--- src/rtl/internal_pkg.sv ---
// Shared register map, channel FSM state and DFH layout for csr_multi_chan.
// Offsets are word indices, i.e. byte address >> 3.
package internal_pkg;

   typedef enum logic {
      CH_IDLE = 1'b0,
      CH_RUN  = 1'b1
   } ch_state_e;

   localparam logic [12:0] WADDR_DFH      = 13'h000;
   localparam logic [12:0] WADDR_AFU_ID_L = 13'h001;
   localparam logic [12:0] WADDR_AFU_ID_H = 13'h002;
   localparam logic [12:0] WADDR_CTRL     = 13'h003;
   localparam logic [12:0] WADDR_STATUS   = 13'h004;
   localparam logic [12:0] WADDR_DONE_CLR = 13'h005;
   localparam logic [12:0] WADDR_CH_BASE  = 13'h020;
   localparam int          CH_STRIDE_W    = 8;
   localparam int          CNT_IDX        = 7;

   localparam logic [3:0]  DFH_TYPE_AFU   = 4'h1;

   typedef struct packed {
      logic [3:0]  feat_type;
      logic [18:0] rsvd;
      logic        eol;
      logic [23:0] next_off;
      logic [3:0]  feat_rev;
      logic [11:0] feat_id;
   } dfh_t;

   function automatic logic [63:0] dfh_word(input logic [23:0] next_off);
      dfh_t d;
      d           = '0;
      d.feat_type = DFH_TYPE_AFU;
      d.next_off  = next_off;
      return d;
   endfunction

endpackage

--- src/rtl/csr_chan_ctrl.sv ---
// One template channel: IDLE/RUN FSM, saturating cycle counter, sticky done.
// ch_sync is registered (one cycle after the start write); no backpressure.
module csr_chan_ctrl
   import internal_pkg::*;
(
   input  logic        clk,
   input  logic        reset,
   input  logic        start_i,
   input  logic        done_i,
   input  logic        done_clr_i,
   output logic        sync_o,
   output logic        busy_o,
   output logic        done_o,
   output logic [31:0] cnt_o
);

   ch_state_e   state_q, state_d;
   logic [31:0] cnt_q, cnt_d;
   logic        sync_q, sync_d;
   logic        done_q, done_d;

   always_ff @(posedge clk or posedge reset) begin
      if (reset) begin
         state_q <= CH_IDLE;
         cnt_q   <= '0;
         sync_q  <= 1'b0;
         done_q  <= 1'b0;
      end else begin
         state_q <= state_d;
         cnt_q   <= cnt_d;
         sync_q  <= sync_d;
         done_q  <= done_d;
      end
   end

   // A set from done_i overrides a coincident clear.
   always_comb begin
      state_d = state_q;
      cnt_d   = cnt_q;
      sync_d  = 1'b0;
      done_d  = done_q & ~done_clr_i;
      case (state_q)
         CH_IDLE: begin
            if (start_i) begin
               state_d = CH_RUN;
               cnt_d   = '0;
               sync_d  = 1'b1;
            end
         end
         CH_RUN: begin
            if (cnt_q != 32'hFFFF_FFFF) begin
               cnt_d = cnt_q + 32'd1;
            end
            if (done_i) begin
               state_d = CH_IDLE;
               done_d  = 1'b1;
            end
         end
         default: state_d = CH_IDLE;
      endcase
   end

   assign sync_o = sync_q;
   assign busy_o = (state_q == CH_RUN);
   assign done_o = done_q;
   assign cnt_o  = cnt_q;

endmodule

--- src/rtl/csr_multi_chan.sv ---
// CCI-P MMIO CSR block: DFH/AFU ID, control/status and per-channel config for NUM_CH channels.
// Read response one cycle after the request, fully pipelined; writes take effect at the next edge.
module csr_multi_chan
   import internal_pkg::*;
#(
   parameter int          NUM_CH   = 4,
   parameter int          CFG_REGS = 2,
   parameter logic [63:0] AFU_ID_L = 64'h0,
   parameter logic [63:0] AFU_ID_H = 64'h0,
   parameter logic [23:0] DFH_NEXT = 24'h001000
) (
   input  logic                           clk,
   input  logic                           reset,
   input  logic                           mmio_wr_valid,
   input  logic [15:0]                    mmio_wr_addr,
   input  logic [63:0]                    mmio_wr_data,
   input  logic                           mmio_rd_valid,
   input  logic [15:0]                    mmio_rd_addr,
   input  logic [8:0]                     mmio_rd_tid,
   output logic                           mmio_rsp_valid,
   output logic [8:0]                     mmio_rsp_tid,
   output logic [63:0]                    mmio_rsp_data,
   output logic [NUM_CH-1:0]              ch_sync,
   output logic [NUM_CH*CFG_REGS*64-1:0]  ch_cfg,
   input  logic [NUM_CH-1:0]              ch_done
);

   localparam int CFG_W = NUM_CH * CFG_REGS * 64;

   logic [12:0] wr_waddr, rd_waddr;
   logic [12:0] wr_woff, rd_woff;
   logic        wr_in_ch, rd_in_ch;
   logic        wr_ctrl, wr_clr;
   logic        unused_addr_lsbs;

   assign wr_waddr = mmio_wr_addr[15:3];
   assign rd_waddr = mmio_rd_addr[15:3];
   assign wr_woff  = wr_waddr - WADDR_CH_BASE;
   assign rd_woff  = rd_waddr - WADDR_CH_BASE;
   assign wr_in_ch = (wr_waddr >= WADDR_CH_BASE);
   assign rd_in_ch = (rd_waddr >= WADDR_CH_BASE);
   assign wr_ctrl  = mmio_wr_valid && (wr_waddr == WADDR_CTRL);
   assign wr_clr   = mmio_wr_valid && (wr_waddr == WADDR_DONE_CLR);

   assign unused_addr_lsbs = ^{mmio_wr_addr[2:0], mmio_rd_addr[2:0]};

   logic [NUM_CH-1:0] ch_start, ch_clr, ch_busy, ch_done_st;
   logic [31:0]       ch_cnt [NUM_CH];

   assign ch_start = wr_ctrl ? mmio_wr_data[NUM_CH-1:0] : '0;
   assign ch_clr   = wr_clr  ? mmio_wr_data[NUM_CH-1:0] : '0;

   for (genvar c = 0; c < NUM_CH; c++) begin : gen_chan
      csr_chan_ctrl u_chan (
         .clk        (clk),
         .reset      (reset),
         .start_i    (ch_start[c]),
         .done_i     (ch_done[c]),
         .done_clr_i (ch_clr[c]),
         .sync_o     (ch_sync[c]),
         .busy_o     (ch_busy[c]),
         .done_o     (ch_done_st[c]),
         .cnt_o      (ch_cnt[c])
      );
   end

   logic [CFG_W-1:0] cfg_q, cfg_d;

   always_comb begin
      cfg_d = cfg_q;
      if (mmio_wr_valid && wr_in_ch) begin
         for (int c = 0; c < NUM_CH; c++) begin
            for (int k = 0; k < CFG_REGS; k++) begin
               if (wr_woff == 13'(c * CH_STRIDE_W + k)) begin
                  cfg_d[(c*CFG_REGS+k)*64 +: 64] = mmio_wr_data;
               end
            end
         end
      end
   end

   always_ff @(posedge clk or posedge reset) begin
      if (reset) begin
         cfg_q <= '0;
      end else begin
         cfg_q <= cfg_d;
      end
   end

   assign ch_cfg = cfg_q;

   logic [63:0] status;

   always_comb begin
      status = '0;
      for (int c = 0; c < NUM_CH; c++) begin
         status[c]      = ch_busy[c];
         status[32 + c] = ch_done_st[c];
      end
   end

   // Read data comes from current register state, so a same-cycle write is not yet visible.
   logic [63:0] rd_data_d;

   always_comb begin
      rd_data_d = '0;
      if (rd_in_ch) begin
         for (int c = 0; c < NUM_CH; c++) begin
            for (int k = 0; k < CFG_REGS; k++) begin
               if (rd_woff == 13'(c * CH_STRIDE_W + k)) begin
                  rd_data_d = cfg_q[(c*CFG_REGS+k)*64 +: 64];
               end
            end
            if (rd_woff == 13'(c * CH_STRIDE_W + CNT_IDX)) begin
               rd_data_d = {32'h0, ch_cnt[c]};
            end
         end
      end else begin
         case (rd_waddr)
            WADDR_DFH:      rd_data_d = dfh_word(DFH_NEXT);
            WADDR_AFU_ID_L: rd_data_d = AFU_ID_L;
            WADDR_AFU_ID_H: rd_data_d = AFU_ID_H;
            WADDR_STATUS:   rd_data_d = status;
            default:        rd_data_d = '0;
         endcase
      end
   end

   logic        rsp_valid_q;
   logic [8:0]  rsp_tid_q;
   logic [63:0] rsp_data_q;

   always_ff @(posedge clk or posedge reset) begin
      if (reset) begin
         rsp_valid_q <= 1'b0;
         rsp_tid_q   <= '0;
         rsp_data_q  <= '0;
      end else begin
         rsp_valid_q <= mmio_rd_valid;
         if (mmio_rd_valid) begin
            rsp_tid_q  <= mmio_rd_tid;
            rsp_data_q <= rd_data_d;
         end
      end
   end

   assign mmio_rsp_valid = rsp_valid_q;
   assign mmio_rsp_tid   = rsp_tid_q;
   assign mmio_rsp_data  = rsp_data_q;

endmodule

--- config.mk ---
export PLATFORM = sky130hd
export DESIGN_NAME = csr_multi_chan
export DESIGN_NICKNAME = d
export VERILOG_FILES = /design/src/rtl/internal_pkg.sv /design/src/rtl/csr_chan_ctrl.sv /design/src/rtl/csr_multi_chan.sv
export SDC_FILE = /design/constraint.sdc
export NUM_CORES = 2
export LEC_CHECK = 0
export ABC_AREA = 1
export CORE_MARGIN = 3
export CORE_UTILIZATION = 45
export CTS_CLUSTER_DIAMETER = 100
export DETAILED_ROUTE_END_ITERATION = 6
export PLACE_DENSITY = 0.83
export SLEW_MARGIN = 25
export SYNTH_ARGS = -nofsm -noshare
export SYNTH_HDL_FRONTEND = slang
export SYNTH_SLANG_ARGS = --single-unit
--- constraint.sdc ---
create_clock -name clk -period 23.6 [get_ports clk]
set_input_delay 3.54 -clock clk [delete_from_list [all_inputs] [get_ports clk]]
set_output_delay 3.54 -clock clk [all_outputs]
set_load 0.005 [all_outputs]
; Word-level counts from Yosys, hierarchy flattened
; Cells that the tools add are included.
[word_totals]
reg_bits = 726
output_inout_bits = 590
elab_cells = 150
[op_classes]
n_addsub = 6
n_lt_le_gt_ge = 2
eq_ne = 33
n_mux = 52
bitwise_logic = 12
n_reduce_logical = 18
[op_table]
columns = operator, n
row1 = $mux 64, 13
row2 = $mux 32, 8
row3 = $pmux 32 s2, 4
row4 = $eq 13x5->1 const B, 10
row5 = $add 32x1->32 const B, 4
row6 = $ne 32x32->1 const B, 4
row7 = $pmux 61 s2, 1
row8 = $eq 13x4->1 const B, 5
row9 = $eq 13x3->1 const B, 3
row10 = $logic_not 13->1, 3
row11 = $eq 13x1->1 const B, 2
row12 = $ge 13x6->1 const B, 2
row13 = $sub 13x6->13 const B, 2
row14 = $reduce_and 2->1, 12
row15 = $mux 1, 20
row16 = $ne 2x2->1 const B, 8
row17 = $eq 13x2->1 const B, 1
row18 = $mux 4, 2
row19 = $not 1->1, 8
row20 = $pmux 1 s2, 4
row21 = $and 1x1->1, 4
row22 = $logic_and 1x1->1, 3

; Depth between registers and ports, before layout
[depth]
ltp_word = 15
depth_mapped = 20

; Cells and area by module
; From an unflattened synthesis, not the netlist that was laid out.
[unflattened]
cells_unflattened = 4626
area_unflattened_um2 = 35605.4
[modules_own_cells]
columns = module, n_inst, cells_each, area_each_um2, seq_area_each_um2
row1 = csr_multi_chan, 1, 3330, 26877.0, 14664.1
row2 = csr_chan_ctrl, 4, 324, 2182.1, 875.8

; Least setup slack after synthesis
; OpenSTA, ideal clock, no wires.
[synth_path]
kind = input port to flip-flop
startpoint = input port mmio_rd_addr[8]
endpoint = register rsp_data_q[26] (netlist: mmio_rsp_data[26])
setup_time_ns = 0.116
arrival_ns = 5.389
setup_slack_ns = 18.095
path_stages = 17
n_path_buf = 2
path_cell_list = inv_2 ha_1 nand3_1 a21oi_1 nand3_2 nor2_4 buf_6 nand3_2 buf_2 o21ai_0 inv_1 nand2_1 nand3_1 nor2_1 nand3_1 nand2_1 nand2_1
[synth_between]
elab_chain_len = 15
word_cells_on_any_way = 27
cone_classes = add/sub: 1 / order compare: 1 / eq/ne: 11 / mux: 13 / reduce/logical: 1
[synth_rtl]
columns = item, line_no
row1 = from (decl), csr_multi_chan.sv:18  ; input logic [15:0] mmio_rd_addr,
row2 = $sub 13x6->13, csr_multi_chan.sv:39  ; assign rd_woff = rd_waddr - WADDR_CH_BASE;
row3 = $logic_not 13->1, csr_multi_chan.sv:110  ; if (rd_woff == 13'(c * CH_STRIDE_W + k)) begin
row4 = $mux 64 (2 in a row), csr_multi_chan.sv:110
row5 = $mux 64, csr_multi_chan.sv:114  ; if (rd_woff == 13'(c * CH_STRIDE_W + CNT_IDX)) begin
row6 = $mux 64 (2 in a row), csr_multi_chan.sv:110
row7 = $mux 64, csr_multi_chan.sv:114
row8 = $mux 64 (2 in a row), csr_multi_chan.sv:110
row9 = $mux 64, csr_multi_chan.sv:114
row10 = $mux 64 (2 in a row), csr_multi_chan.sv:110
row11 = $mux 64, csr_multi_chan.sv:114
row12 = $mux 64 *, csr_multi_chan.sv:107  ; if (rd_in_ch) begin
row13 = to (signal assigned), csr_multi_chan.sv:142  ; rsp_data_q <= rd_data_d;
row14 = to (decl), csr_multi_chan.sv:131  ; logic [63:0] rsp_data_q;
; Every way passes the cells marked *; elsewhere a longest branch is shown, timed or not.
; A chain may end at the register's enable or synchronous reset.

; Worst setup path after layout
[layout_path]
startpoint = input port mmio_rd_addr[8]
endpoint = register rsp_data_q[10] (netlist: mmio_rsp_data[10])
; Same word-level chain as after synthesis.

==> summary.txt <==
outcome -> complete, no violations
WP data arrival -> 8.18 ns
largest net degree at the start of global routing -> 152
post-CTS setup buffers -> 0
GP Congestion -> 0.9806
Max-cap violations -> 0
first-pass GRT wire length -> 215.1 mm
leading cell type in the layout, fill and taps excluded -> nand2_1
worst-path maximum fanout -> 54
Largest delay share family, worst path -> simple AND/OR/NAND/NOR gates
Cell variety after synth -> 56
Synth Area in Adders -> 0.2166%
Initial Util -> 45.57%
Max Freq -> 0.1310 GHz
Post-synth EDFFs -> 0
leak pwr -> 20.20 nW
Tightest Pin Transition -> 1.108 ns
final setup TNS -> 0 ns
Syn Inst Count -> 4392
Sink Count -> 726
TritonCTS clock tree -> yes
register area share after synthesis -> 52.41%
hold_ws -> 0.4701 ns
I/O pin total -> 703
most frequent cells in the layout -> nand2_1 (1309), dfrtp_1 (726), o21ai_0 (708)
Avg WL per Cell -> 23.91 um
CP max stage delay -> 0.68 ns
Final Hold Viols -> 0
DP HPWL -> 103.6 mm
Post-Syn Nets -> 4511
Filler cells -> 6572
vias in the first global route -> 32.73k
cells along the critical path -> clkdlybuf4s50_1 > inv_2 > ha_1 > nand3_1 > a21oi_1 > nand3_2 > nor2_4 > buf_4 > nand3_2 > inv_2 > nor2_2 > buf_4 > nand3_1 > nand2_1 > nand2_1 > nand2_1 > nand3b_1 > nand2_1 > nand3_1 > nand2_1 > nand2_1
I/O Buffers -> 696
clk_skew -> 0.03673 ns
# hold bufs at CTS -> 0
Hold WC Path Type -> register to register
largest family of logic cells by synthesized area -> simple AND/OR/NAND/NOR gates
Site Rows -> 101
root buf cell -> clkbuf_16
Worst-Skew Late Latency -> 0.63 ns
power per standard cell area -> 61.06 nW/um^2
final setup fails -> 0
most frequent CP cell -> nand2_1
Seq cells post-synth -> 726
TritonCTS Buffers -> 80
Post-synth ARST share -> 100.0%
die width -> 283.6 um
compound-cell area share of the yosys netlist -> 13.94%
fraction of layout cells with a size suffix above 1 -> 4.971%
Routed Antenna Nets -> 0
XOR/XNOR Fraction of Synth Area -> 1.112%
WL final -> 145.5 mm
max_slew headroom -> 25.56%
GRT Overall Usage -> 35.22%
worst path bufs/invs -> 5
min Tclk post-route -> 7.634 ns
initial antenna violation count -> 10
via count -> 35.08k
height of the die -> 283.6 um
H-tree depth -> 3
Max rail drop VDD -> 0.00006034 V
drt initial violations -> 4435
fin nets -> 5107
drt drc -> 0
slowest cell on the critical path -> nand3_2
Area Overhead vs Synth -> 30.31%
RSZ-0062 raised after global routing -> no
worst path required time -> 24.14 ns
Synth Area in Simple Gates -> 24.55%
Slew Limit Fails -> 0
mux contribution to synthesized area -> 0.1155%
core box area -> 76080 um^2
Vias per Instance -> 5.764
CP Capture Type -> register
clk buf depth -> 3
Crit Path Category -> input port to register
cell area after synthesis -> 34670 um^2
Avg Cell Area, Syn -> 7.893 um^2
startpoint types -> input port
First-pass DRT Iterations -> 6
area of the die -> 80400 um^2
post-CTS sizing -> 0
Worst-path clk slew -> 0.06 ns
Top FF cell, synth -> dfrtp_1
yosys warns -> 0
ratio of final minimum period to clock period -> 32.35%
GR Overflow Total -> 0
[sequential cells by signal, indices dropped and copies added (netlist names)]
| register | count |
|---|---|
| gen_chan.u_chan.done_o | 4 |
| gen_chan.u_chan.sync_o | 4 |
| ch_cfg | 512 |
| mmio_rsp_data | 64 |
| gen_chan.u_chan.busy_o | 4 |
| mmio_rsp_tid | 9 |
| mmio_rsp_valid | 1 |
| gen_chan.u_chan.cnt_o | 128 |
[Yosys cell counts, types with 4 or more instances]
cell type	count	share of area [%]
or2_2	8	0.14
nand3_1	245	3.5
nand3_2	8	0.23
o31ai_1	7	0.15
clkbuf_1	171	1.9
nor3b_1	4	0.087
ha_1	6	0.22
a31oi_1	5	0.090
dfrtp_1	726	52
a21oi_1	123	1.8
nand3b_1	15	0.32
o21ai_1	43	0.62
xnor2_1	8	0.20
nor2_2	7	0.13
inv_1	439	4.8
buf_1	4	0.043
nand4_1	78	1.4
nand2_2	6	0.11
clkinv_1	4	0.043
buf_4	12	0.26
buf_2	32	0.46
o21ai_0	708	10
mux2i_1	4	0.12
nor2_1	193	2.1
or2_1	5	0.090
inv_2	14	0.15
o22ai_1	24	0.43
nor3_2	7	0.20
nor3_1	66	0.95
nand2_1	1317	14
o21a_1	9	0.19
xor2_1	36	0.91
nor4_1	22	0.40
[tightest hold or removal path, stage by stage (launching register included)]
cell and delay (ns):
dfrtp_1 0.34, nand2_1 0.05, nand2_1 0.04
[per-layer routing]
| metal | share of wire, % | wire length, um | global-route usage (%) |
|---|---|---|---|
| met1 | 39 | 56500 | 47.30 |
| met2 | 42 | 61210 | 50.59 |
| met5 | 0.025 | 37 | 0 |
| met4 | 7.4 | 10790 | 21.34 |
| met3 | 12 | 16960 | 10.02 |
[stage by stage]
step / std cells / utilization, % / power [mW] / worst slack, ns / cell area [um^2]
after global placement: 5934 / 55.69 / 1.465 / 15.51 / 42360
final: 6086 / 59.38 / 2.758 / 15.97 / 45170
after floorplan: 4392 / - / 1.396 / 10.11 / 34670
after global routing: 6081 / 59.36 / 2.836 / 15.84 / 45160
after CTS: 6078 / 59.31 / 2.761 / 16.14 / 45120
after detailed placement: 5935 / 55.73 / 1.470 / 15.50 / 42390
[worst paths after layout]
| kind | startpoint | slack (ns) | depth (start not counted) | endpoint |
|---|---|---|---|---|
| worst max register to register | gen_chan[1].u_chan.cnt_o[27] | 20.54 | 12 | gen_chan[1].u_chan.cnt_o[29] |
| worst min register to register | mmio_rsp_tid[7] | 0.47 | 2 | mmio_rsp_tid[7] |
| min in group asynchronous | reset | 3.45 | 2 | ch_cfg[55] |
| worst min-delay path | mmio_rsp_tid[7] | 0.47 | 2 | mmio_rsp_tid[7] |
| worst max-delay path | mmio_rd_addr[8] | 15.97 | 21 | mmio_rsp_data[10] |
| max in group asynchronous | reset | 17.21 | 5 | ch_cfg[195] |
[kinds of logic (layout without fill, tap and decap cells)]
group	count (synthesis)	count (layout)
other	0	7
buffers and inverters	679	1336
AND/OR/NAND/NOR	1997	1997
adder cells (fa/ha/maj)	6	6
flip-flops	726	726
multiplexers	4	4
XOR/XNOR	44	44
AO/OA/AOI/OAI	936	936
[power breakdown]
group	switching, mW	internal [mW]
Sequential	0.0270	1.27
Combinational	0.108	0.0504
Clock	0.540	0.766
Total	0.675	2.08
[area by class of cell]
class / count / area [um^2] / area share, %
Antenna cell: 7 / 17.52 / 0.03878
Clock buffer: 115 / 2366 / 5.238
Clock inverter: 28 / 364.1 / 0.8060
Inverter: 457 / 1723 / 3.814
Multi-Input combinational cell: 2987 / 13920 / 30.82
Sequential cell: 726 / 18170 / 40.22
Tap cell: 1030 / 1289 / 2.853
Timing Repair Buffer: 736 / 7323 / 16.21
Note: power is estimated with default switching activity, not from simulation.
